File: src/rtl/cnt60_down_timer.sv
// rtl/cnt60_down_timer.sv - BCD MM:SS countdown timer with load validation and expiry alarm
module cnt60_down_timer (
  input  logic       clk,
  input  logic       clr,
  input  logic       tick,
  input  logic       load,
  input  logic [3:0] set_min_h,
  input  logic [3:0] set_min_l,
  input  logic [3:0] set_sec_h,
  input  logic [3:0] set_sec_l,
  input  logic       start,
  input  logic       stop,
  output logic [3:0] min_h,
  output logic [3:0] min_l,
  output logic [3:0] sec_h,
  output logic [3:0] sec_l,
  output logic       running,
  output logic       done,
  output logic       alarm,
  output logic       load_err
);

  localparam logic [1:0] ST_IDLE    = 2'd0;
  localparam logic [1:0] ST_RUN     = 2'd1;
  localparam logic [1:0] ST_PAUSE   = 2'd2;
  localparam logic [1:0] ST_EXPIRED = 2'd3;

  logic [1:0] state, state_nxt;
  logic [3:0] min_h_nxt, min_l_nxt, sec_h_nxt, sec_l_nxt;
  logic       done_nxt, load_err_nxt;
  logic       set_valid, is_zero, is_one;

  assign set_valid = (set_min_h <= 4'd5) && (set_min_l <= 4'd9) &&
                     (set_sec_h <= 4'd5) && (set_sec_l <= 4'd9);
  assign is_zero   = (min_h == 4'd0) && (min_l == 4'd0) &&
                     (sec_h == 4'd0) && (sec_l == 4'd0);
  assign is_one    = (min_h == 4'd0) && (min_l == 4'd0) &&
                     (sec_h == 4'd0) && (sec_l == 4'd1);

  // Next-state/next-value: load beats stop beats start beats tick
  always_comb begin
    state_nxt    = state;
    min_h_nxt    = min_h;
    min_l_nxt    = min_l;
    sec_h_nxt    = sec_h;
    sec_l_nxt    = sec_l;
    done_nxt     = 1'b0;
    load_err_nxt = 1'b0;
    if (load) begin
      if (set_valid) begin
        min_h_nxt = set_min_h;
        min_l_nxt = set_min_l;
        sec_h_nxt = set_sec_h;
        sec_l_nxt = set_sec_l;
        state_nxt = ST_IDLE;
      end else begin
        load_err_nxt = 1'b1;
      end
    end else if (stop) begin
      if (state == ST_RUN)
        state_nxt = ST_PAUSE;
      else if (state == ST_EXPIRED)
        state_nxt = ST_IDLE;
    end else if (start) begin
      // Starting from 00:00 would underflow on the first tick, so it is refused
      if ((state == ST_IDLE && !is_zero) || state == ST_PAUSE)
        state_nxt = ST_RUN;
    end else if (tick && state == ST_RUN) begin
      if (sec_l != 4'd0) begin
        sec_l_nxt = sec_l - 4'd1;
      end else begin
        sec_l_nxt = 4'd9;
        if (sec_h != 4'd0) begin
          sec_h_nxt = sec_h - 4'd1;
        end else begin
          sec_h_nxt = 4'd5;
          if (min_l != 4'd0) begin
            min_l_nxt = min_l - 4'd1;
          end else begin
            min_l_nxt = 4'd9;
            min_h_nxt = min_h - 4'd1;
          end
        end
      end
      if (is_one) begin
        state_nxt = ST_EXPIRED;
        done_nxt  = 1'b1;
      end
    end
  end

  // State, digits and flags are all registered; flags follow the next state
  always_ff @(posedge clk or posedge clr) begin
    if (clr) begin
      state    <= ST_IDLE;
      min_h    <= 4'd0;
      min_l    <= 4'd0;
      sec_h    <= 4'd0;
      sec_l    <= 4'd0;
      running  <= 1'b0;
      done     <= 1'b0;
      alarm    <= 1'b0;
      load_err <= 1'b0;
    end else begin
      state    <= state_nxt;
      min_h    <= min_h_nxt;
      min_l    <= min_l_nxt;
      sec_h    <= sec_h_nxt;
      sec_l    <= sec_l_nxt;
      running  <= (state_nxt == ST_RUN);
      done     <= done_nxt;
      alarm    <= (state_nxt == ST_EXPIRED);
      load_err <= load_err_nxt;
    end
  end

endmodule

File: config.mk
export PLATFORM = sky130hd
export DESIGN_NAME = cnt60_down_timer
export DESIGN_NICKNAME = d
export VERILOG_FILES = /design/src/rtl/cnt60_down_timer.sv
export SDC_FILE = /design/constraint.sdc
export NUM_CORES = 1
export LEC_CHECK = 0
export BUFFER_PORTS_ARGS = -buffer_cell sky130_fd_sc_hd__buf_4
export CORE_ASPECT_RATIO = 0.9
export CORE_UTILIZATION = 41
export CTS_CLUSTER_SIZE = 12
export DETAILED_ROUTE_END_ITERATION = 10
export PLACE_DENSITY_LB_ADDON = 0.08
export SYNTH_ARGS = -nofsm -noshare
export SYNTH_HDL_FRONTEND = slang
export SYNTH_SLANG_ARGS = --single-unit
export TNS_END_PERCENT = 10
File: constraint.sdc
create_clock -name clk -period 2 [get_ports clk]
set_input_delay 0.1 -clock clk [delete_from_list [all_inputs] [get_ports clk]]
set_output_delay 0.1 -clock clk [all_outputs]
set_load 0.01 [all_outputs]
After elaboration in Yosys (flattened, before gate mapping)
Index checks and enable logic that the tools add are counted.
Storage, ports and cells
  flip-flop bits (word level): 22
  output and inout port bits: 20
  word-level logic and storage cells: 98
Operators by class
  $add $sub $neg: 4
  magnitude comparators: 4
  equal/unequal tests: 12
  muxes and demuxes: 45
  reduce and logical (&&, ||, !) cells: 24
Operator list (count)
  2-to-1 mux 4 bit: 29
  2-to-1 mux 2 bit: 9
  zero test 4 bit: 4
  subtractor 4 x 1 -> 4 bit (second input constant): 4
  nonzero test 4 bit: 3
  != test 2 bit (second input constant): 5
  logical AND 1 bit: 9
  <= comparator 4 x 3 -> 1 bit (second input constant): 2
  <= comparator 4 bit (second input constant): 2
  2-to-1 mux 1 bit: 7
  AND reduction 7 bit: 1
  == test 2 bit (second input constant): 3
  AND reduction 6 bit: 1
  AND reduction 5 bit: 1
  == test 2 x 1 -> 1 bit (second input constant): 2
  == test 4 x 1 -> 1 bit (second input constant): 1
  AND reduction 4 bit: 1
  zero test 2 bit: 1
  != test 2 x 1 -> 1 bit (second input constant): 1
  nonzero test 2 bit: 1
  zero test 1 bit: 1
  logical OR 1 bit: 1

Longest topological paths before layout
  depth in word-level cells: 12
  gate-level depth with buffers: 6

Least setup slack after synthesis
Ideal clock, no wire load.
  path kind: flip-flop to flip-flop
  from: register min_h[0]
  to: register running
  setup time: 87 ps
  data arrival time: 1701 ps
  data required time: 1913 ps
  path slack: 213 ps
  stages on the path, launching flop included: 7
  path through: dfrtp_1 > inv_1 > ha_1 > or4b_4 > nor4_4 > a21oi_2 > a211oi_2
On the way
  cells in the longest elaborated chain, start to end: 12
  elaborated cells on any way between the ends: 15
  classes of those cells: 1 x eq/ne; 6 x mux; 8 x reduce/logical
Ends and longest elaborated chain
  start, declared: RTL line 13  | output logic [3:0] min_h,
  start signal, assigned: RTL line 106  | min_h <= min_h_nxt;
  zero test 4 bit (*): RTL line 35, 37
  logical AND 1 bit (*) (2 in a row): RTL line 35, 37
  logical AND 1 bit: RTL line 36  | (sec_h == 4'd0) && (sec_l == 4'd0);
  zero test 1 bit: RTL line 66  | if ((state == ST_IDLE && !is_zero) || state == ST_PAUSE)
  logical AND 1 bit: RTL line 66
  logical OR 1 bit: RTL line 66
  2-to-1 mux 2 bit: RTL line 66
  2-to-1 mux 2 bit (*): RTL line 64  | end else if (start) begin
  2-to-1 mux 2 bit (*): RTL line 59  | end else if (stop) begin
  2-to-1 mux 2 bit (*): RTL line 49  | if (load) begin
  == test 2 x 1 -> 1 bit (*): RTL line 110  | running <= (state_nxt == ST_RUN);
  end signal, assigned: RTL line 110
  end, declared: RTL line 17  | output logic running,
Mark *: on every way between the ends. The rest lies on a longest branch, timed or not.
A chain may end at the register's enable or synchronous reset.

Final worst setup path
Same ends and word-level chain as after synthesis.

==> results.md <==
- CP Launch Type: register
- Area Growth Syn to Fin: 31.12%
- Die W: 65.15 um
- Routed vias: 1511
- Total CTS buffers: 3
- CP cell instances: inv_1, ha_1, or4b_4, nor4_4, a21oi_2, a211oi_2
- WHS Path Cells: 3
- Peak fanout along the critical path: 5
- CP Capture Type: register
- Syn. warnings: 0
- Slew at the pin closest to its max-slew limit: 0.5250 ns
- CTS Sinks: 22
- Dpl cells: 249
- Min cycle time layout: 1.921 ns
- R2R Path End: running$_DFF_PP0_
- EDFF count, synth: 0
- PD cells: 792.0 nW/um^2
- Setup TNS: 0 ns
- Met2 wire len: 1.880 mm
- N_diodes: 0
- Wire per inst: 16.24 um
- Routed Antenna Nets: 0
- Vias in the first global route: 1461
- Pre-CTS setup slack: 0.1127 ns
- Die height: 58.83 um
- Core ar.: 3403 sq um
- Slowest stage cell on the critical path: or4b_4
- Count leader, synth: dfrtp_1
- Cell Area, Synth: 1471 sq um
- Reg-to-Reg Start: min_h[0]$_DFFE_PP0P_
- Syn Inst Count: 163
- Flop2flop setup slack: 0.08 ns
- Status: finished, final reports clean
- End of the worst hold path: sec_h[1]$_DFFE_PP0P_
- Fin cells: 254
- Avg Synthesized Cell Area: 9.027 sq um
- WS Path Type: reg -> reg
- Detailed placement HPWL: 3.049 mm
- Unrepaired setup endpoints after global routing: no
- Hold WC Path Type: in -> reg
- Top cells by area, synth: dfrtp_1 37%, ha_1 5.1%, a21oi_1 4.8%, inv_1 3.8%, nor2_1 2.8%
- Global-route wire length before repair: 6.837 mm
- Pre-antenna DRT Iters: 4
- Final Hold Fails: 0
- Final setup violation count: 0
- Layout cells sized above 1: 30.48%
- Final Cycle Share: 96.07%
- Clk_skew: 0.002444 ns
- CP arrival: 2.10 ns
- Seq/Total Area, Yosys: 37.41%
- Slew margin rel.: 64.54%
- I/O pins: 42
- Avg Vias per Cell: 5.949
- Leakage: 0.9187 nW
- HP Start: set_sec_h[1]
- Top cell type's share of synthesized area: 37.41%
- Initial antenna violation count: 0
- Wire length on met3: 265 um
- Gr usage total: 23.36%
- Worst vdd ir: 490.0 uV
- Synthesized flop and latch total: 22
- Worst skew pair latency: 0.26 ns
- Crit path required time: 2.18 ns
- Metal-1 WL: 1.962 mm
- Largest area contributor in the netlist: dfrtp_1
- Setup WS post-layout: 0.07851 ns
- Placer Congestion: 0.8503
- Synth cell count leaders: 22 x dfrtp_1, 15 x inv_1, 14 x a21oi_1
- Ys flop type: dfrtp_1
- Top Layer Used: met4
- Fin nets: 240
- Async set-reset flop share out of synthesis: 100.0%
- FP Rows: 20
- FMAX: 0.5204 GHz
- Max-slew violation count: 0
- Full die area: 3832 sq um
- Initial DRC count: 103
- Buffers on Ports: 41
- Clk buf depth: 2
- Post-route DRC: 0
- Crit-path max cell delay: 0.49 ns
- CTS tree: yes
- R2R cell count: 6
- CTS Root Cell: clkbuf_8
- Max cap viols: 0
- Clock slew at reported path FFs: 0.08 ns
- H-tree levels: 1
- Synth cell types: 51
- Mapped Nets: 191
- Largest net degree at the start of global routing: 23
- Total grt overflow: 0
- Starting Density: 43.24%
- DRT Wirelength: 4.126 mm
[critical path: cells and delay by family, from the launching register on]
kind	cells	cell delay [ns]
compound gates	2	0.33
flops	1	0.42
simple gates	2	0.83
buf+inv	1	0.11
fa+ha+maj	1	0.15
[placed cells by master (no fill, tap or decap), types with 3 or more instances in the layout]
| master | n |
|---|---|
| a22o_1 | 3 |
| buf_4 | 50 |
| nor4_1 | 4 |
| nor3_1 | 6 |
| a22oi_1 | 4 |
| clkbuf_8 | 3 |
| o21ai_0 | 3 |
| dfrtp_1 | 22 |
| o22ai_1 | 6 |
| nand2_1 | 6 |
| a31oi_1 | 3 |
| nand4_1 | 3 |
| ha_1 | 6 |
| inv_1 | 15 |
| nor2_1 | 11 |
| a21oi_1 | 14 |
[state kept, by name, indices dropped and copies added, names as in the netlist]
| signal | cells |
|---|---|
| done | 1 |
| min_l | 4 |
| sec_l | 4 |
| running | 1 |
| load_err | 1 |
| state | 2 |
| alarm | 1 |
| min_h | 4 |
| sec_h | 4 |
[layer usage]
metal  vias to the layer above  global-route usage (%)
met2                        59                   36.90
met1                       725                   33.62
li1                        723                       -
met4                         0                   5.590
met3                         4                   3.682
met5                         -                       0
[how the worst max path moves through the flow]
stage	cells after the start	from	to
2_1_floorplan	6	min_h[0]$_DFFE_PP0P_	running$_DFF_PP0_
3_3_place_gp	6	min_h[0]$_DFFE_PP0P_	running$_DFF_PP0_
3_5_place_dp	6	min_h[0]$_DFFE_PP0P_	running$_DFF_PP0_
4_1_cts	6	min_h[0]$_DFFE_PP0P_	running$_DFF_PP0_
5_1_grt	6	min_h[0]$_DFFE_PP0P_	running$_DFF_PP0_
6_report	6	min_h[0]$_DFFE_PP0P_	running$_DFF_PP0_
[kinds of logic (layout without fill, tap and decap cells)]
family,Yosys count,in the layout,share of synthesized area [%]
compound gates,65,65,32.40
fa+ha+maj,6,6,5.102
buf+inv,23,70,6.037
flops,22,22,37.42
mux,1,1,0.7653
simple gates,46,46,18.28
[cell type report]
class,count,area (sq um)
clock buffers,3,41.29
fillers,339,1474
inverters,16,60.06
multi-input cells,118,837.1
flip-flops and latches,22,550.5
well taps,44,55.05
repair buffers,51,385.4
[through the flow]
step	hold WS [ns]	power (mW)	utilization, %	area, sq um
after global placement	0.1649	1.235	54.82	1866
final	0.1469	1.528	56.69	1929
after floorplan	0.08923	0.9636	-	1471
after CTS	0.1427	1.532	56.32	1917
after detailed placement	0.1621	1.254	54.82	1866
after global routing	0.1777	1.634	56.69	1929
[where the power goes]
group	leakage, nW	switching, mW	internal, mW
Clock	0.0216	0.141	0.134
Sequential	0.270	0.127	0.537
Combinational	0.628	0.301	0.288
Total	0.919	0.569	0.960
[what timing repair did]
| action | 4_1_cts | 5_1_grt |
|---|---|---|
| endpoints found under the hold margin | 22 | 0 |
| setup buffers | 0 | 1 |
| gates resized for setup | 0 | 1 |
| hold buffers | 1 | 0 |
| setup endpoints to repair | 0 | 3 |
Power figures use the tool's default switching activity.
